--- src/rtl/seg_scan_scheduler.sv ---
// Handshake-paced scan scheduler for an 8-digit seven-segment display driven over an HC595 link.
// Each digit is encoded into a 16-bit shift word, sent with a start/busy handshake, then held lit.
module seg_scan_scheduler #(
    parameter int unsigned DIGIT_HOLD   = 50000,
    parameter int unsigned BUSY_TIMEOUT = 1024
) (
    input  logic        clk,
    input  logic        reset_n,
    input  logic        en,
    input  logic [31:0] display_data,
    input  logic        lz_blank,
    input  logic [7:0]  dp_mask,
    input  logic        drv_busy,
    output logic        drv_start,
    output logic [15:0] drv_data,
    output logic [2:0]  digit_idx,
    output logic        frame_done,
    output logic        timeout_err
);

    localparam int unsigned HOLD_W = 24;
    localparam int unsigned TO_W   = (BUSY_TIMEOUT > 1) ? $clog2(BUSY_TIMEOUT) : 1;

    localparam logic [HOLD_W-1:0] HOLD_LAST = HOLD_W'(DIGIT_HOLD - 1);
    localparam logic [TO_W-1:0]   TO_LAST   = TO_W'(BUSY_TIMEOUT - 1);

    localparam logic [2:0] S_IDLE      = 3'd0;
    localparam logic [2:0] S_LOAD      = 3'd1;
    localparam logic [2:0] S_SEND      = 3'd2;
    localparam logic [2:0] S_WAIT_ACK  = 3'd3;
    localparam logic [2:0] S_WAIT_DONE = 3'd4;
    localparam logic [2:0] S_HOLD      = 3'd5;

    logic [2:0]        state,        state_nx;
    logic [31:0]       snapshot,     snapshot_nx;
    logic [HOLD_W-1:0] hold_cnt,     hold_cnt_nx;
    logic [TO_W-1:0]   to_cnt,       to_cnt_nx;
    logic              drv_start_nx;
    logic [15:0]       drv_data_nx;
    logic [2:0]        digit_idx_nx;
    logic              frame_done_nx;
    logic              timeout_err_nx;

    // Hex nibble to active-low gfedcba segment pattern.
    function automatic logic [6:0] hex_seg(input logic [3:0] nib);
        logic [6:0] seg;
        case (nib)
            4'h0: seg = 7'h40;
            4'h1: seg = 7'h79;
            4'h2: seg = 7'h24;
            4'h3: seg = 7'h30;
            4'h4: seg = 7'h19;
            4'h5: seg = 7'h12;
            4'h6: seg = 7'h02;
            4'h7: seg = 7'h78;
            4'h8: seg = 7'h00;
            4'h9: seg = 7'h10;
            4'hA: seg = 7'h08;
            4'hB: seg = 7'h03;
            4'hC: seg = 7'h46;
            4'hD: seg = 7'h21;
            4'hE: seg = 7'h06;
            default: seg = 7'h0E;
        endcase
        return seg;
    endfunction

    // Build {dp_n, seg, sel}; a digit is a leading zero when it and every higher nibble are zero.
    function automatic logic [15:0] encode_digit(
        input logic [31:0] src,
        input logic [2:0]  k,
        input logic        lz,
        input logic [7:0]  dp
    );
        logic [31:0] upper;
        logic        blank;
        logic [6:0]  seg;
        logic [7:0]  sel;
        upper = src >> {k, 2'b00};
        blank = lz && (k != 3'd0) && (upper == 32'd0);
        seg   = blank ? 7'h7F : hex_seg(upper[3:0]);
        sel   = ~(8'b1 << k);
        return {~dp[k], seg, sel};
    endfunction

    // State and registered outputs.
    always_ff @(posedge clk or negedge reset_n) begin
        if (!reset_n) begin
            state       <= S_IDLE;
            snapshot    <= '0;
            hold_cnt    <= '0;
            to_cnt      <= '0;
            drv_start   <= 1'b0;
            drv_data    <= 16'hFFFF;
            digit_idx   <= 3'd0;
            frame_done  <= 1'b0;
            timeout_err <= 1'b0;
        end else begin
            state       <= state_nx;
            snapshot    <= snapshot_nx;
            hold_cnt    <= hold_cnt_nx;
            to_cnt      <= to_cnt_nx;
            drv_start   <= drv_start_nx;
            drv_data    <= drv_data_nx;
            digit_idx   <= digit_idx_nx;
            frame_done  <= frame_done_nx;
            timeout_err <= timeout_err_nx;
        end
    end

    // Next-state and next-output logic.
    always_comb begin
        state_nx       = state;
        snapshot_nx    = snapshot;
        hold_cnt_nx    = hold_cnt;
        to_cnt_nx      = to_cnt;
        drv_start_nx   = 1'b0;
        drv_data_nx    = drv_data;
        digit_idx_nx   = digit_idx;
        frame_done_nx  = 1'b0;
        timeout_err_nx = timeout_err;

        case (state)
            S_IDLE: begin
                if (en) begin
                    state_nx = S_LOAD;
                end
            end

            S_LOAD: begin
                // The snapshot is only refreshed at the start of a frame so a frame never tears.
                if (digit_idx == 3'd0) begin
                    snapshot_nx = display_data;
                end
                drv_data_nx = encode_digit(snapshot_nx, digit_idx, lz_blank, dp_mask);
                state_nx    = S_SEND;
            end

            S_SEND: begin
                if (!drv_busy) begin
                    drv_start_nx = 1'b1;
                    to_cnt_nx    = '0;
                    state_nx     = S_WAIT_ACK;
                end
            end

            S_WAIT_ACK: begin
                if (drv_busy) begin
                    state_nx = S_WAIT_DONE;
                end else if (to_cnt == TO_LAST) begin
                    timeout_err_nx = 1'b1;
                    hold_cnt_nx    = HOLD_LAST;
                    state_nx       = S_HOLD;
                end else begin
                    to_cnt_nx = to_cnt + 1'b1;
                end
            end

            S_WAIT_DONE: begin
                if (!drv_busy) begin
                    hold_cnt_nx = HOLD_LAST;
                    state_nx    = S_HOLD;
                end
            end

            S_HOLD: begin
                if (hold_cnt == '0) begin
                    frame_done_nx = (digit_idx == 3'd7);
                    digit_idx_nx  = digit_idx + 3'd1;
                    state_nx      = en ? S_LOAD : S_IDLE;
                end else begin
                    hold_cnt_nx = hold_cnt - 1'b1;
                end
            end

            default: begin
                state_nx = S_IDLE;
            end
        endcase
    end

endmodule
--- config.mk ---
export PLATFORM = sky130hd
export DESIGN_NAME = seg_scan_scheduler
export DESIGN_NICKNAME = d
export VERILOG_FILES = /design/src/rtl/seg_scan_scheduler.sv
export SDC_FILE = /design/constraint.sdc
export NUM_CORES = 1
export LEC_CHECK = 0
export CORE_ASPECT_RATIO = 1.2
export CORE_MARGIN = 5
export CORE_UTILIZATION = 54
export CTS_BUF_LIST = sky130_fd_sc_hd__clkbuf_8
export DETAILED_ROUTE_END_ITERATION = 16
export DONT_BUFFER_PORTS = 1
export PLACE_DENSITY = 0.7
export SYNTH_ARGS = -nofsm -noshare
export SYNTH_HDL_FRONTEND = slang
export SYNTH_SLANG_ARGS = --single-unit
--- constraint.sdc ---
create_clock -name clk -period 5.6 [get_ports clk]
set_input_delay 1.12 -clock clk [delete_from_list [all_inputs] [get_ports clk]]
set_output_delay 1.12 -clock clk [all_outputs]
set_load 0.03 [all_outputs]
-- Word-level counts from Yosys, hierarchy flattened
Memory sizes are Yosys's and may differ from the RTL's.
Index checks and enable logic that the tools add are counted.
W data, S select, Z words.
- add/sub/neg operators: 3
- order comparisons: 1
- equality and inequality tests: 16
- shift-type cells: 2
- mux-type cells: 26
- bitwise logic cells: 3
- reduce and logical (&&, ||, !) cells: 14
- operators by type and width (kind ; count):
    $mux W24 ; 4
    $pmux W24 S3 ; 1
    $mux W32 ; 2
    $logic_not A32 Y1 ; 1
    $shr A32 B5 Y32 ; 1
    $mux W10 ; 3
    $logic_not A24 Y1 ; 1
    $sub A24 B1 Y24 const B ; 1
    $pmux W10 S2 ; 1
    $mux W3 ; 6
    $pmux W3 S6 ; 1
    $ne A2 B2 Y1 const B ; 8
    $add A10 B1 Y10 const B ; 1
    $eq A10 B10 Y1 const B ; 1
    $reduce_and A5 Y1 ; 2
    $eq A3 B3 Y1 const B ; 3
    $not A8 Y8 ; 1
    $shl A1 B3 Y8 const A ; 1
    $mux W7 ; 1
    $eq A3 B2 Y1 const B ; 2
    $logic_not A3 Y1 ; 2
    $mux W1 ; 6
    $reduce_bool A3 Y1 ; 2
    $lt A3 B4 Y1 const B ; 1
    other kinds (10) ; 12
- bits in registers: 91
- memory bits (read-only): 112
- input port bits: 45
- output and inout port bits: 22
- logic and storage cells: 75
- memories: 1
- memories (name ; depth ; bits a word ; rd ports ; clocked after Yosys merged registers in ; write ports ; RTL line ; RTL):
    (no name shown) ; 16 ; 7 ; 1 ; 0 ; 0 ; 47 ; case (nib)

-- Depth between registers and ports, before layout
Gate-level depths: netlist (run 1).
- word-level depth: 7
- mapped depth: 20
- gate-level depth less buffers: 13

-- Worst setup path before layout (run 1)
Ideal clock, no wire load.
- path type: register to register
- from: register digit_idx[0]
- to: register drv_data[14]
- setup time: 0.083 ns
- arrival: 4.347 ns
- required time: 5.517 ns
- setup slack: 1.170 ns
- cell stages (with the launch flop): 21
- clock period less this slack: 4.430 ns
- cell sequence: dfrtp_1 -> clkbuf_1 -> inv_1 -> clkbuf_1 -> clkbuf_1 -> ha_1 -> buf_2 -> nor2b_1 -> buf_2 -> buf_6 -> buf_4 -> mux4_2 -> mux2i_1 -> mux2i_1 -> inv_1 -> ha_1 -> nand3_1 -> a211oi_1 -> o31a_1 -> a31oi_2 -> a41oi_1
- longest elaborated chain between the ends: 7
- elaborated cells on any way between the ends: 10
- classes of those cells: 1 x shift; 3 x mux; 5 x reduce/logical; 1 x memory
- ends and longest elaborated chain (what ; RTL line ; RTL):
    from (decl) ; 16 ; output logic [2:0] digit_idx,
    from (signal assigned) ; 105 ; digit_idx <= digit_idx_nx;
    parallel branches: the longest is 6 deep, another holds $mem_v2 Z16 W7 ; - ;
    $mux W7 (*) ; 81 ; seg = blank ? 7'h7F : hex_seg(upper[3:0]);
    to (signal assigned) ; 104 ; drv_data <= drv_data_nx;
    to (decl) ; 15 ; output logic [15:0] drv_data,
Every way passes the cells marked *. The select of a mux whose other input is x is not followed.
A chain may end at the register's enable or synchronous reset.

-- Final worst setup path (run 1)
Ends and elaborated chain as after synthesis.

==> results.tsv, run 1 <==
metric	value	unit
fraction of registers with async set or reset after synthesis	1.00	
Cells after DPL	604	
reg-to-reg startpoint	digit_idx[0]	
crit path buf inv count	4	
final net count	552	
CP Data Required Time	5.88	ns
post-synthesis register bit count	91	
fin area	5590	sq um
clk_skew	0.0105	ns
vias per cell	6.34	
clk slew on worst S/H paths	0.09	ns
critical-path maximum fanout	19	
PortBufs	0	
Routed WL	12100	um
TritonCTS Sinks	91	
total CTS buffers	9	
DR vias	3929	
most frequent cells in the layout	75 x dfrtp_1, 62 x nor2_1, 38 x nand2_1	
initial DRC count	238	
reg2reg end	drv_data[14]	
Worst-Skew Late Latency	0.36	ns
fin cells	620	
Max Buffers Root-to-Sink	2	
Final HPWL DP	8670	um
grt ovf	0	
WP depth	15	
largest net degree at the start of global routing	92	
Chip Height	118	um
Mapped Avg Cell Area	10.6	sq um
# diodes	0	
Tcrit/Tclk final	0.787	
type of origin of the critical path	flop	
mapped cell area	5300	sq um
endpoints failing setup	0	
Slew headroom	0.210	
die span in x	100	um
Max-Cap Viols	0	
number of H-tree levels	3	
CTS tree	done	
TNS Setup	0	ns
commonest non-fill, non-tap cell in the layout	dfrtp_1	
Netlist cell types	61	
Post-CTS Resized	0	
register-to-register setup slack	1.19	ns
Antenna Nets Post-Route	0	
area grow syn2layout	5.48	%
post-synthesis sequential area ratio	0.434	
Setup crit end	drv_data[14]	
drt drc	0	
Worst Reg-to-Reg Cells	15	
Period minus WS final	4.41	ns
ys flop type	dfrtp_1	
core area	9560	sq um
I/O pin total	67	
Total GRT Usage	0.206	
Synth Instances	501	
worst setup path start	digit_idx[0]	
Rows	39	
Routability Congestion	0.856	
VDD IR max	173	uV
wire per inst	19.5	um
fin util	0.584	
Fin. Hold Viols	0	
pwr/cell area	399	nW/um^2
Worst-Margin Slew	1.18	ns
share of cells above drive strength 1	0.213	
EDFF count, synth	0	
Post-CTS Hold Buffers	0	
slowest CP cell	nor2b_2	
HP Class	input pin to async pin	
RSZ-0062 raised after global routing	false	
LEAKAGE	2.30	nW
CP Capture Type	flop	
Crit path max-delay family	multiplexers	
Mapped Nets	561	
Initial Util	0.554	
drt first pass iters	5	
status	finished clean	
Synthesis Warnings	0	
maximum clock frequency	0.227	GHz
first-pass GRT wire length	19700	um
post-CTS setup buffers	0	
CP Cell Sequence	buf_4 > inv_1 > ha_1 > nor2b_2 > buf_4 > mux4_2 > mux2i_1 > mux2i_1 > inv_1 > ha_1 > nand3_1 > a211oi_1 > o31a_1 > a31oi_2 > a41oi_1	
CP peak stage delay	0.57	ns
number of global-route vias before repair	3954	
initial antenna violation count	0	
Max Slew Vio Count	0	
clk root buf	clkbuf_8	
Arr. time, crit path	4.69	ns
Crit Path Category	flop to flop	
total die area	11900	sq um
Placed Instance Area	5390	sq um
## per-layer routing
layer	share of wire	track usage
met5	0	0
met4	0.013	0.0657
met3	0.090	0.0754
met2	0.49	0.329
met1	0.41	0.260
## synthesized netlist by cell type, drive strengths merged (6+ instances only)
master,number,area share
dfrtp,75,0.35
nor2,62,0.044
nand2,38,0.027
mux2,36,0.077
mux4,20,0.085
o21ai,19,0.019
clkbuf,18,0.013
a21oi,17,0.016
dfstp,16,0.079
ha,15,0.035
xor2,15,0.025
or4,14,0.021
inv,13,0.0092
mux2i,11,0.021
nor3,11,0.011
nor4,11,0.013
or3,10,0.012
a31oi,9,0.012
buf,9,0.0094
nand3,8,0.0076
o211ai,8,0.011
xnor2,7,0.012
a211oi,6,0.0085
## cells by family (layout without fill, tap and decap cells)
group,after synthesis,count (layout),synth area share
AND/OR/NAND/NOR,177,177,0.166
multiplexers,67,67,0.182
buffers and inverters,40,36,0.0314
flip-flops,91,91,0.434
XOR/XNOR,22,22,0.0364
adder cells (fa/ha/maj),15,15,0.0354
AO/OA/AOI/OAI,89,89,0.115
## flip-flops by register name, indices dropped and copies added, names as in the netlist
signal / cells
to_cnt: 10
state: 3
drv_data: 16
drv_start: 1
snapshot: 32
digit_idx: 3
hold_cnt: 24
timeout_err: 1
frame_done: 1
## where the power goes
group / leakage, nW / internal [W] / switching (W)
sequential: 1.10 / 0.000915 / 0.000284
clock: 0.103 / 0.000210 / 0.000233
combinational: 1.10 / 0.000305 / 0.000281
total: 2.30 / 0.00143 / 0.000798
## area by class of cell
class / instances / area (sq um)
timing repair buffer: 7 / 52.6
fill: 822 / 3980
multi-input combinational: 370 / 2840
inverter: 13 / 48.8
clock buffer: 13 / 179
sequential: 91 / 2300
clock inverter: 3 / 20.0
tap: 123 / 154
## how the worst min path moves through the flow
stage	slack [ns]	from	endpoint
2_1_floorplan	0.47	hold_cnt[0]	hold_cnt[0]
3_3_place_gp	0.49	hold_cnt[0]	hold_cnt[0]
3_5_place_dp	0.49	hold_cnt[0]	hold_cnt[0]
4_1_cts	0.42	reset_n	state[2]
5_1_grt	0.41	reset_n	snapshot[2]
6_report	0.44	reset_n	to_cnt[1]
## through the flow
| step | power (W) | setup slack (ns) | hold WS [ns] |
|---|---|---|---|
| 6_report | 0.00223 | 1.19 | 0.445 |
| 5_1_grt | 0.00236 | 0.725 | 0.413 |
| 4_1_cts | 0.00224 | 1.16 | 0.417 |
| 3_5_place_dp | 0.00180 | 1.21 | 0.494 |
| 3_3_place_gp | 0.00175 | 1.43 | 0.489 |
| 2_1_floorplan | 0.00164 | 1.17 | 0.468 |
(Power assumes the default switching activity.)
==> run 2: changes to the inputs <==
Clock period 5.6 ns to 4.5 ns, I/O delays scaled along.
==> run 2 against run 1 <==
  * Global-route usage increased by 0.16 points
  * Final area increased by 0.83%
  * Sequential share of layout area decreased by 0.34 points
  * Flip-flop and latch count unchanged
  * Register-to-register slack got worse by 0.60 ns
  * Non-clock buffer count increased by 3
  * Power increased by 27%
  * Utilization increased by 0.48 points
  * First-iteration DRC count increased by 1.3%
  * Maximum frequency increased by 13%
  * Die area unchanged
==> results.tsv, run 2 (synthesized netlist as in run 1, its figures left out) <==
metric	value	unit	change
fin util	0.589		+0.00484
commonest non-fill, non-tap cell in the layout	dfrtp_1		
initial antenna violation count	0		unchanged
first-pass GRT wire length	19700	um	about the same
Net Sw Power	0.00101	W	+26%
total die area	11900	sq um	unchanged
vias per cell	6.25		-1.4%
die span in x	100	um	unchanged
critical-path maximum fanout	12		-7
type of origin of the critical path	flop		
I/O pin total	67		unchanged
DR vias	3892		-0.94%
Arr. time, crit path	4.20	ns	-0.49 ns
Net Sw Frac	0.356		-0.00194
initial DRC count	241		+1.3%
Tcrit/Tclk final	0.868		+0.0803
# diodes	0		unchanged
number of global-route vias before repair	3862		-2.3%
clk slew on worst S/H paths	0.09	ns	about the same
endpoints failing setup	0		unchanged
Slew headroom	0.233		+0.0233
number of H-tree levels	3		unchanged
Period minus WS final	3.90	ns	-0.505 ns
register bank with the most flops	snapshot		
Top Registers	snapshot (32), hold_cnt (24), drv_data (16)		
share of cells above drive strength 1	0.220		+0.00672
Rows	39		unchanged
Crit Path Category	flop to flop		
Final HPWL DP	8740	um	+0.81%
largest net degree at the start of global routing	92		unchanged
Worst-Skew Late Latency	0.37	ns	about the same
clk root buf	clkbuf_8		
TritonCTS Sinks	91		unchanged
TNS Setup	0	ns	unchanged
drt drc	0		unchanged
Routability Congestion	0.837		-2.3%
Max Slew Vio Count	0		unchanged
Seq pwr share	0.527		-0.011
pwr/cell area	501	nW/um^2	+26%
Clock power frac	0.213		+0.014
Max-Cap Viols	0		unchanged
Power Internal	0.00182	W	+27%
core area	9560	sq um	unchanged
max reg flops	32		unchanged
clk_skew	0.0134	ns	+0.00289 ns
maximum clock frequency	0.256	GHz	+13%
Antenna Nets Post-Route	0		unchanged
total CTS buffers	9		unchanged
Fin. Hold Viols	0		unchanged
PortBufs	0		unchanged
VDD IR max	248	uV	+43%
CTS tree	done		
Total GRT Usage	0.208		+0.00164
post-CTS setup buffers	0		unchanged
grt ovf	0		unchanged
fin cells	623		+0.48%
area grow syn2layout	6.35	%	
total power	0.00282	W	+27%
hold slack	0.207	ns	-0.237 ns
Initial Util	0.554		unchanged
combinational share of power	0.261		-0.002
final net count	555		+0.54%
RSZ-0062 raised after global routing	false		
LEAKAGE	2.33	nW	+1.3%
wire per inst	19.2	um	-1.5%
Worst-Margin Slew	1.15	ns	-0.0309 ns
HP Class	input pin to async pin		
status	finished clean		
Cells after DPL	607		+0.50%
Routed WL	12000	um	-1.0%
most frequent cells in the layout	75 x dfrtp_1, 62 x nor2_1, 38 x nand2_1		
CP Data Required Time	4.79	ns	-1.09 ns
Max Buffers Root-to-Sink	2		unchanged
Chip Height	118	um	unchanged
drt first pass iters	4		-1
CP Capture Type	flop		
[run 2: cell types whose count changed in the layout (fill, tap and decap cells not counted), sizes merged]
cell    before  now
inv         15   16
bufinv       0    1
clkbuf      13   11
buf          7   10
[run 2: final cells by class]
class,instances,area [sq um]
clock inverter,5,66.3
timing repair buffer,10,75.1
multi-input combinational,370,2840
clock buffer,11,151
tap,123,154
sequential,91,2300
inverter,13,48.8
fill,797,3930
[run 2: worst paths after layout]
kind | startpoint | slack [ns] | endpoint | cells after the start
max reg2reg | digit_idx[0] | 0.60 | drv_data[14] | 14
max in group asynchronous | reset_n | 4.11 | drv_data[14] | 0
min reg2reg | hold_cnt[0] | 0.51 | hold_cnt[0] | 1
min in group clk | hold_cnt[0] | 0.51 | hold_cnt[0] | 1
min | reset_n | 0.21 | to_cnt[3] | 0
max | digit_idx[0] | 0.60 | drv_data[14] | 14
[run 2: repair_timing]
| action | CTS | global route |
|---|---|---|
| endpoints found under the setup margin | 0 | 1 |
| hold buffers | 0 | 0 |
| resized for setup | 0 | 1 |
[run 2: layer usage]
metal / wire length (um) / vias up / track usage
met5: 0 / - / 0
li1: - / 1837 / -
met2: 5870 / 103 / 0.331
met4: 196 / 0 / 0.0682
met1: 4910 / 1931 / 0.262
met3: 997 / 21 / 0.0760
[run 2: power groups by stage]
stage,clock network [W],registers [W],logic (W)
final,0.000601,0.00149,0.000735
after global routing,0.000653,0.00152,0.000818
after CTS,0.000618,0.00148,0.000740
after detailed placement,0,0.00150,0.000738
after global placement,0,0.00149,0.000707
after floorplan,0,0.00140,0.000644
[run 2: stage by stage]
stage | setup slack, ns | instance area [sq um]
2_1_floorplan | 0.0700 | 5300
3_3_place_gp | 0.603 | 5410
3_5_place_dp | 0.377 | 5410
4_1_cts | 0.353 | 5630
5_1_grt | 0.237 | 5630
6_report | 0.595 | 5630
[run 2: critical path, cell delays in order (launching register included)]
cell and delay [ns]:
dfrtp_1 0.38, inv_1 0.07, ha_1 0.38, nor2b_4 0.48, buf_4 0.29, mux4_2 0.55
mux2i_1 0.16, mux2i_1 0.18, inv_1 0.17, ha_1 0.21, nand3_1 0.08, a211oi_1 0.18
o31a_1 0.19, a31oi_2 0.18, a41oi_1 0.28
==> run 3: changes to the inputs <==
Settings changed: CTS_BUF_LIST sky130_fd_sc_hd__clkbuf_8 to sky130_fd_sc_hd__clkbuf_4 sky130_fd_sc_hd__clkbuf_8 sky130_fd_sc_hd__clkbuf_16.
==> run 3 against run 2 <==
  * Clock power up 33%
  * Via count up 1.7%
  * Register-to-register slack worse by 0.02 ns
  * Critical path depth unchanged
  * Utilization up 1.1 points
  * Global-route usage up 0.35 points
  * Setup slack worse by 0.022 ns
  * Largest cell class unchanged
  * Non-clock buffer count unchanged
  * Combinational power up 0.5%
  * First-iteration DRC count up 14%
  * Maximum frequency down 0.55%
==> results.tsv, run 3 (synthesized netlist as in run 1, its figures left out) <==
metric	value	unit	change
Slew headroom	0.222		-0.0105
fin area	5730	sq um	+1.8%
wire per inst	19.7	um	+2.4%
Fin. Hold Viols	0		unchanged
VDD IR max	267	uV	+7.9%
register bank with the most flops	snapshot		
initial DRC count	274		+14%
status	finished clean		
Period minus WS final	3.93	ns	+0.0218 ns
largest net degree at the start of global routing	92		unchanged
hold slack	0.241	ns	+0.0333 ns
HP Class	input pin to async pin		
CP Data Required Time	4.77	ns	-0.02 ns
core area	9560	sq um	unchanged
critical-path maximum fanout	12		unchanged
# diodes	0		unchanged
pwr/cell area	528	nW/um^2	+5.4%
RSZ-0062 raised after global routing	false		
Top Registers	snapshot (32), hold_cnt (24), drv_data (16)		
LEAKAGE	2.38	nW	+2.0%
Tcrit/Tclk final	0.873		+0.00484
die span in x	100	um	unchanged
I/O pin total	67		unchanged
DR vias	3959		+1.7%
Chip Height	118	um	unchanged
clk slew on worst S/H paths	0.07	ns	-0.02 ns
number of global-route vias before repair	3870		+0.21%
total CTS buffers	9		unchanged
Max Buffers Root-to-Sink	2		unchanged
Total GRT Usage	0.211		+0.00352
CTS tree	done		
Final HPWL DP	8740	um	unchanged
grt ovf	0		unchanged
commonest non-fill, non-tap cell in the layout	dfrtp_1		
TNS Setup	0	ns	unchanged
multi-input logic area	2840	sq um	unchanged
total power	0.00303	W	+7.2%
max reg flops	32		unchanged
Arr. time, crit path	4.19	ns	about the same
Worst-Skew Late Latency	0.35	ns	-0.02 ns
Post-CTS Hold Buffers	0		unchanged
fin cells	623		unchanged
Cells after DPL	607		unchanged
fill count	784		-1.6%
endpoints failing setup	0		unchanged
Antenna Nets Post-Route	0		unchanged
PortBufs	0		unchanged
most frequent cells in the layout	75 x dfrtp_1, 62 x nor2_1, 38 x nand2_1		
post-CTS setup buffers	0		unchanged
Routability Congestion	0.837		unchanged
register area	2300	sq um	unchanged
Routed WL	12300	um	+2.4%
Max Slew Vio Count	0		unchanged
Placed Instance Area	5410	sq um	unchanged
Max-Cap Viols	0		unchanged
type of origin of the critical path	flop		
Worst-Margin Slew	1.16	ns	+0.0157 ns
area grow syn2layout	8.27	%	
first-pass GRT wire length	20000	um	+1.6%
drt first pass iters	5		+1
total die area	11900	sq um	unchanged
Post-CTS Resized	0		unchanged
vias per cell	6.35		+1.7%
Crit Path Category	flop to flop		
maximum clock frequency	0.255	GHz	-0.55%
number of H-tree levels	3		unchanged
Initial Util	0.554		unchanged
TritonCTS Sinks	91		unchanged
clk root buf	clkbuf_16		
initial antenna violation count	0		unchanged
drt drc	0		unchanged
CP Capture Type	flop		
clk_skew	0.00783	ns	-0.00552 ns
share of cells above drive strength 1	0.220		unchanged
Rows	39		unchanged
final net count	555		unchanged
[run 3: path summary, 6_finish.rpt]
kind	start	endpoint	slack [ns]	cells past startpoint
setup / recovery	digit_idx[0]	drv_data[14]	0.57	14
hold / removal	reset_n	to_cnt[3]	0.24	0
setup reg to reg	digit_idx[0]	drv_data[14]	0.57	14
hold reg to reg	hold_cnt[0]	hold_cnt[0]	0.52	1
max in group asynchronous	reset_n	drv_data[14]	4.07	0
min in group clk	hold_cnt[0]	hold_cnt[0]	0.52	1
[run 3: layer usage]
metal,vias to the layer above,GRT usage,routed length (um)
li1,1838,-,-
met1,1963,0.269,4930
met2,134,0.337,5950
met3,24,0.0807,1170
met4,0,0.0581,219
met5,-,0,0
[run 3: final cells by class]
| cell class | instances | share of cell area |
|---|---|---|
| tap | 123 | 0.0268 |
| multi-input combinational | 370 | 0.495 |
| clock buffer | 11 | 0.0441 |
| sequential | 91 | 0.401 |
| clock inverter | 5 | 0.0116 |
| inverter | 13 | 0.00851 |
| timing repair buffer | 10 | 0.0131 |
[run 3: critical path, stage by stage (launching register included)]
cell and delay [ns]:
dfrtp_1 0.38, inv_1 0.08, ha_1 0.40, nor2b_4 0.49
buf_4 0.30, mux4_2 0.55, mux2i_1 0.15, mux2i_1 0.18
inv_1 0.18, ha_1 0.21, nand3_1 0.08, a211oi_1 0.19
o31a_1 0.19, a31oi_2 0.19, a41oi_1 0.28
[run 3: power breakdown]
part,internal (W),switching [W]
clock network,0.000469,0.000329
registers,0.00114,0.000351
logic,0.000385,0.000355
[run 3: metrics by stage]
stage	worst slack, ns	util
after floorplan	0.0700	-
after global placement	0.603	0.566
after detailed placement	0.377	0.566
after CTS	0.342	0.599
after global routing	0.221	0.600
final	0.573	0.600
